**src/rtl/nes_poll_scheduler.sv**
```systemverilog
// Purpose: sequences the NES controller interface and turns fetch results into a button snapshot plus pressed/released edge masks.
// Latency: start_fetch_o is high one cycle after a tick or request seen in IDLE; outputs update one cycle after the valid rising edge.
// Backpressure: none. A tick that arrives while a fetch is in flight is dropped and flagged on overrun_o. A request is held until poll_ack_o.
//
// Ports:
//   clk, rst_ni        clock, asynchronous active-low reset
//   enable_i           periodic polling enable
//   poll_req_i         host fetch request (level, held until poll_ack_o)
//   poll_ack_o         pulse when the fetch serving the request completes or aborts
//   start_fetch_o      pulse to the interface start input
//   fetch_valid_i      interface valid level
//   fetch_data_i       interface data, controller 1 in the MSBs
//   buttons_o          last good snapshot (1 = pressed)
//   pressed_o          bits newly pressed at the last update
//   released_o         bits newly released at the last update
//   update_o           pulse when buttons_o, pressed_o and released_o change
//   overrun_o          sticky flag: a periodic tick was dropped
//   timeout_o          sticky flag: the watchdog aborted a fetch
//   clear_i            clears both sticky flags
module nes_poll_scheduler #(
    parameter int NUM_CONTROLLERS = 4,
    parameter int POLL_PERIOD     = 100000,
    parameter int TIMEOUT_CYCLES  = 4096
) (
    input  logic                         clk,
    input  logic                         rst_ni,
    input  logic                         enable_i,
    input  logic                         poll_req_i,
    output logic                         poll_ack_o,
    output logic                         start_fetch_o,
    input  logic                         fetch_valid_i,
    input  logic [8*NUM_CONTROLLERS-1:0] fetch_data_i,
    output logic [8*NUM_CONTROLLERS-1:0] buttons_o,
    output logic [8*NUM_CONTROLLERS-1:0] pressed_o,
    output logic [8*NUM_CONTROLLERS-1:0] released_o,
    output logic                         update_o,
    output logic                         overrun_o,
    output logic                         timeout_o,
    input  logic                         clear_i
);

    localparam int PW = $clog2(POLL_PERIOD);
    localparam int TW = $clog2(TIMEOUT_CYCLES);
    localparam logic [PW-1:0] P_LAST = PW'(POLL_PERIOD - 1);
    localparam logic [TW-1:0] T_LAST = TW'(TIMEOUT_CYCLES - 1);

    typedef enum logic [1:0] {
        ST_IDLE  = 2'd0,
        ST_START = 2'd1,
        ST_WAIT  = 2'd2
    } state_t;

    state_t        state_q, state_d;
    logic [PW-1:0] pcnt_q;
    logic [TW-1:0] tcnt_q;
    logic          vld_q;
    logic          req_pending_q;

    logic tick;
    logic valid_rise;
    logic launch;
    logic done_ok;
    logic done_to;

    assign tick       = enable_i && (pcnt_q == P_LAST);
    // Only a fresh rising edge completes a fetch. A valid level left high
    // from the previous fetch must not complete the current one.
    assign valid_rise = fetch_valid_i && !vld_q;

    always_comb begin
        state_d = state_q;
        launch  = 1'b0;
        done_ok = 1'b0;
        done_to = 1'b0;
        case (state_q)
            ST_IDLE: begin
                if (tick || poll_req_i) begin
                    launch  = 1'b1;
                    state_d = ST_START;
                end
            end
            ST_START: state_d = ST_WAIT;
            ST_WAIT: begin
                // If completion and timeout happen in the same cycle, completion wins.
                if (valid_rise) begin
                    done_ok = 1'b1;
                    state_d = ST_IDLE;
                end else if (tcnt_q == T_LAST) begin
                    done_to = 1'b1;
                    state_d = ST_IDLE;
                end
            end
            default: state_d = ST_IDLE;
        endcase
    end

    always_ff @(posedge clk or negedge rst_ni) begin
        if (!rst_ni) begin
            state_q <= ST_IDLE;
        end else begin
            state_q <= state_d;
        end
    end

    always_ff @(posedge clk or negedge rst_ni) begin
        if (!rst_ni) begin
            pcnt_q        <= '0;
            tcnt_q        <= '0;
            vld_q         <= 1'b0;
            req_pending_q <= 1'b0;
            poll_ack_o    <= 1'b0;
            start_fetch_o <= 1'b0;
            buttons_o     <= '0;
            pressed_o     <= '0;
            released_o    <= '0;
            update_o      <= 1'b0;
            overrun_o     <= 1'b0;
            timeout_o     <= 1'b0;
        end else begin
            // The period counter runs independently of the FSM, so a dropped
            // tick does not shift the phase of later ticks.
            if (!enable_i || pcnt_q == P_LAST) begin
                pcnt_q <= '0;
            end else begin
                pcnt_q <= pcnt_q + PW'(1);
            end

            if (state_q == ST_START) begin
                tcnt_q <= '0;
            end else if (state_q == ST_WAIT && tcnt_q != T_LAST) begin
                tcnt_q <= tcnt_q + TW'(1);
            end

            vld_q <= fetch_valid_i;

            if (launch) begin
                req_pending_q <= poll_req_i;
            end

            start_fetch_o <= launch;
            update_o      <= done_ok;
            poll_ack_o    <= (done_ok || done_to) && req_pending_q;

            if (done_ok) begin
                buttons_o  <= fetch_data_i;
                pressed_o  <= fetch_data_i & ~buttons_o;
                released_o <= ~fetch_data_i & buttons_o;
            end

            // If clear_i and a new set event happen in the same cycle, the flag stays set.
            overrun_o <= (overrun_o && !clear_i) || (tick && state_q != ST_IDLE);
            timeout_o <= (timeout_o && !clear_i) || done_to;
        end
    end

endmodule
```
**config.mk**
```make
export PLATFORM = sky130hd
export DESIGN_NAME = nes_poll_scheduler
export DESIGN_NICKNAME = d
export VERILOG_FILES = /design/src/rtl/nes_poll_scheduler.sv
export SDC_FILE = /design/constraint.sdc
export NUM_CORES = 1
export LEC_CHECK = 0
export BUFFER_PORTS_ARGS = -buffer_cell sky130_fd_sc_hd__clkbuf_2
export CAP_MARGIN = 10
export CORE_MARGIN = 5
export CORE_UTILIZATION = 48
export DETAILED_ROUTE_END_ITERATION = 7
export PLACE_DENSITY = 0.85
export SKIP_CTS_REPAIR_TIMING = 1
export SLEW_MARGIN = 30
export SYNTH_ARGS = -nofsm -noshare
export SYNTH_HDL_FRONTEND = slang
export SYNTH_SLANG_ARGS = --single-unit
```
**constraint.sdc**
```tcl
create_clock -name clk -period 1.6 [get_ports clk]
set_clock_uncertainty 0.15 [all_clocks]
set_input_delay 0.24 -clock clk [delete_from_list [all_inputs] [get_ports clk]]
set_output_delay 0.24 -clock clk [all_outputs]
set_load 0.02 [all_outputs]
```
Word level (Yosys, flattened, before mapping) --
Cells that the tools add are included.
Storage, ports and cells: register bits 134, input port bits 38, output and inout port bits 101, word-level logic and storage cells 59
Cells by class: add/subtract/negate cells 2, equal/unequal tests 7, muxes and demuxes 14, bitwise gates (word level) 4, reductions and logical operators 19
Operators with widths (number):
- 32-bit bitwise AND | 2
- 32-bit inverter | 2
- 12-bit two-way mux | 2
- 17-bit by 1-bit adder with 17-bit output (second input constant) | 1
- 17-bit equality test (second input constant) | 1
- 17-bit two-way mux | 1
- 12-bit by 1-bit adder with 12-bit output (second input constant) | 1
- 12-bit equality test (second input constant) | 1
- 12-bit != test (second input constant) | 1
- 1-bit logical AND | 7
- 1-bit two-way mux | 7
- 2-bit two-way mux | 3
- 2-bit one-hot mux with 3 select lines | 1
- 1-bit logical OR | 5
- 2-bit nonzero test | 2
- 1-bit zero test | 3
- 3-bit != test (second input constant) | 1
- 2-bit by 1-bit equality test with 1-bit output (second input constant) | 1
- 2-bit equality test (second input constant) | 1
- 2-bit zero test | 1
- 2-bit != test (second input constant) | 1
- 2-bit AND reduction | 1

Longest topological paths before layout --
depth in word-level cells 6, mapped depth 7, depth with buffers taken out 5

Worst setup path after synthesis --
OpenSTA, ideal clock, no wires.
kind register -> register, from register pcnt_q[0], to register pcnt_q[11], library setup time 0.071 ns, arrival time 1.559 ns, data required time 1.379 ns, path slack -0.181 ns, stages on the path, launching flop included 8, buffers on the path 2, clock period less this slack 1.781 ns, path through dfrtp_1 ha_1 and4_1 and4_4 nand2b_1 buf_4 buf_4 nor2_1
On the way: longest elaborated chain between the ends 3, elaborated cells on any way between the ends 4, those cells by class add/sub: 1; eq/ne: 1; mux: 1; reduce/logical: 1
RTL lines:
- start, declared | line 54 | logic [PW-1:0] pcnt_q;
- start signal, assigned | line 125 | pcnt_q <= pcnt_q + PW'(1);
- parallel branches: the longest is 2 deep, another holds 17-bit by 1-bit adder with 17-bit output
- 17-bit two-way mux (*) | line 122 | if (!enable_i || pcnt_q == P_LAST) begin
Mark *: on every way between the ends. A chain may end at the register's enable or synchronous reset.

Final worst setup path --
from register tcnt_q[1], to register tcnt_q[9]
On the way: longest elaborated chain between the ends 3, elaborated cells on any way between the ends 6, those cells by class add/sub: 1; eq/ne: 1; mux: 2; reduce/logical: 2
RTL lines:
- start, declared | line 55 | logic [TW-1:0] tcnt_q;
- start signal, assigned | line 131 | tcnt_q <= tcnt_q + TW'(1);
- 12-bit by 1-bit adder with 12-bit output or 12-bit != test (tied branches) | line 131, 130
- 12-bit two-way mux or 1-bit logical AND (tied branches) | line 130 | end else if (state_q == ST_WAIT && tcnt_q != T_LAST) begin
- 12-bit two-way mux or 2-bit nonzero test (tied branches)
Several ways; a longest one is shown, not always the timed one. The select of a mux whose other input is x is not followed.

==> flow_metrics.py <==
metrics = {
    "setup_path": {
        "arrival_ns": 1.84,
        "critical_path_class": "flop to flop",
        "worst_r2r_path_depth": 5,
        "cp_max_fo": 4,
        "slowest_stage": "dfrtp_1",
        "critPathLaunchType": "flop",
        "path_cells": "buf_4 -> and4_4 -> nand2_2 -> nor4_4 -> mux2i_1",
        "r2r_end": "tcnt_q[9]",
        "r2r_slack_ns": -0.07,
        "critPathMaxStageDelay_ns": 0.39,
        "timing.rr.start": "tcnt_q[1]",
        "cp.required_ns": 1.77,
        "crit_path_end_kind": "flop",
    },
    "outcome": {
        "violations": "negative setup slack",
        "outcome": "finished, violations left",
    },
    "floorplanning": {
        "initial_core_util": 0.495,
        "die-area_mm2": 0.0142,
        "io_pins": 139,
        "core_mm2": 0.0116,
        "die-height_um": 119,
        "num_rows": 39,
        "die_w_um": 119,
    },
    "clocking": {
        "clk_pin_slew_worst_paths_ns": 0.05,
        "clk_latency_ns": 0.41,
        "htreeDepth": 4,
        "cts_tree": "yes",
        "cts_sinks": 134,
        "cts_buffers": 17,
        "cts_root_buf": "clkbuf_16",
        "clock_path_buffers": 2,
    },
    "sta": {
        "hold_ws_ns": 0.0492,
        "max_freq_mhz": 599,
        "period_share": 1.04,
        "finalHoldViolations": 0,
        "setup_slack_ns": -0.0684,
        "min_period_ns": 1.67,
        "tightestPinTransition_ns": 0.579,
        "maxSlewHeadroom": 0.614,
        "rsz0062_at_grt": "true",
        "setup_violations": 4,
        "slew_violations": 0,
    },
    "grt": {
        "grt_pass1_vias": 4581,
        "grtUsageTotal": 0.195,
        "grt_remaining_overflow": 0,
        "grt_max_degree": 90,
        "grt_pass1_wl_um": 22300,
        "antenna_found_initial": 0,
    },
    "place": {
        "place_congestion": 0.950,
        "portBuffers": 138,
        "dpl.hpwl_um": 9350,
        "place_area_mm2": 0.00684,
    },
    "detailed_routing": {
        "antenna_left": 0,
        "drt_iter0_markers": 283,
        "vias": 4870,
        "dr.pass1.iters": 4,
        "via_per_inst": 5.38,
        "drcViolationCount": 0,
        "drt_wl_total_um": 15500,
        "routedWlPerCell_um": 17.2,
    },
    "finish": {
        "final_nets": 789,
        "syn2layout_area_growth_pct": 42.3,
        "drive_above_1_share": 0.385,
        "finish.instance_area_mm2": 0.00814,
        "diodes": 0,
    },
    "min_path": {
        "min_to": "overrun_o",
        "hold_start": "enable_i",
        "hold_class": "primary input to flop",
        "hold_path_depth": 3,
    },
    "yosys": {
        "synth_cell_type_count": 47,
        "synth_seq_area_share": 0.586,
        "synth_cells": 527,
        "synth.ff_latch_count": 134,
        "synth_edf_count": 0,
        "synth_area_mm2": 0.00572,
        "async_flop_share": 1.00,
        "syn_nets": 567,
        "yosys_warnings": 0,
        "ys.flop_type": "dfrtp_1",
        "synth.avg_cell_area_um2": 10.9,
    },
    "power": {
        "power_density_mw_per_mm2": 1750,
        "peakVddDrop_mv": 1.39,
        "p_leak_nw": 3.96,
        "p_total_mw": 14.2,
    },
    "job": {
        "max_cap_viol_count": 0,
    },
}
==> metrics by stage <==
step | utilization | setup TNS [ns] | worst slack, ns | std cells
final | 0.704 | -0.122 | -0.0684 | 905
after CTS | 0.645 | -3.22 | -0.158 | 859
after global placement | 0.592 | -0.000488 | -0.000488 | 827
after floorplan | - | -0.555 | -0.0566 | 527
after global routing | 0.704 | -0.964 | -0.108 | 905
after detailed placement | 0.592 | -2.76 | -0.152 | 827
==> logic make-up after synthesis <==
| family | after synthesis | share of synthesized area |
|---|---|---|
| AO/OA/AOI/OAI | 96 | 0.0958 |
| buffers and inverters | 29 | 0.0256 |
| flip-flops | 134 | 0.586 |
| adder cells (fa/ha/maj) | 2 | 0.00437 |
| XOR/XNOR | 15 | 0.0230 |
| multiplexers | 34 | 0.0665 |
| AND/OR/NAND/NOR | 217 | 0.199 |
==> area by class of cell <==
| class | instances | area, um^2 |
|---|---|---|
| Clock buffer | 24 | 492 |
| Clock inverter | 8 | 120 |
| Fill cell | 803 | 3420 |
| Inverter | 6 | 22.5 |
| Multi-Input combinational cell | 365 | 2480 |
| Sequential cell | 134 | 3360 |
| Tap cell | 143 | 179 |
| Timing Repair Buffer | 225 | 1490 |
==> worst max-delay path: cells and delay by family (launching register included) <==
kind,cells,cell delay (ns)
buffers and inverters,1,0.15
DFF,1,0.39
muxes,1,0.25
and+or+nand+nor,3,0.64
==> cell usage in the layout (no fill, tap or decap), types with 17 or more instances in the layout <==
cell type,Yosys,routed
buf_4,3,45
clkbuf_16,0,17
clkbuf_2,0,137
dfrtp_1,134,130
dlygate4sd3_1,0,36
mux2_2,32,32
nand2_1,80,79
nand2b_1,67,66
nor2_1,23,20
o21ai_0,67,65
==> sequential cells by signal, indices dropped and copies added, names as in the netlist <==
name / cells
tcnt_q: 12
vld_q: 1
overrun_o: 1
released_o: 32
req_pending_q: 1
state_q: 2
update_o: 1
start_fetch_o: 1
timeout_o: 1
poll_ack_o: 1
pressed_o: 32
pcnt_q: 17
buttons_o: 32
==> cells in the mapped netlist, drive strengths merged (2+ instances only) <==
cell    count  share of area
and4        3         0.0050
xor2        3         0.0046
a21oi       9         0.0085
a21boi      3         0.0039
nand3      10         0.0087
nor2       23          0.015
nand4       8          0.011
clkbuf      9         0.0059
dfrtp     134           0.59
o21ai      67          0.059
nor3        7         0.0081
o31ai       2         0.0035
nor4        6         0.0066
nand2b     67          0.073
and2        4         0.0044
mux2       32          0.063
nor2b       3         0.0033
a311oi      3         0.0046
nand2      81          0.054
xnor2      12          0.018
mux2i       2         0.0035
inv         6         0.0039
a21o        2         0.0026
ha          2         0.0044
buf        14          0.016
o22ai       2         0.0022
==> how the worst max path moves through the flow <==
stage	endpoint	slack [ns]	cells past startpoint	startpoint
floorplan	pcnt_q[1]	-0.06	7	pcnt_q[0]
global placement	tcnt_q[9]	-0.0005	5	tcnt_q[1]
detailed placement	pcnt_q[7]	-0.15	4	pcnt_q[11]
CTS	pcnt_q[7]	-0.16	4	pcnt_q[11]
global route	tcnt_q[9]	-0.11	5	tcnt_q[0]
finish	tcnt_q[9]	-0.07	5	tcnt_q[1]
==> routing by layer <==
metal	up-vias	GRT usage	wire [um]
met5	-	0	0
met4	0	0.0724	484
met3	41	0.0768	1000
met2	179	0.321	8170
met1	2387	0.231	5870
li1	2263	-	-
==> power breakdown <==
part	internal (mW)	switching (mW)
logic	1.88	2.98
clock network	2.61	1.39
registers	4.50	0.873
No activity file was read; power rests on OpenSTA's default activity.
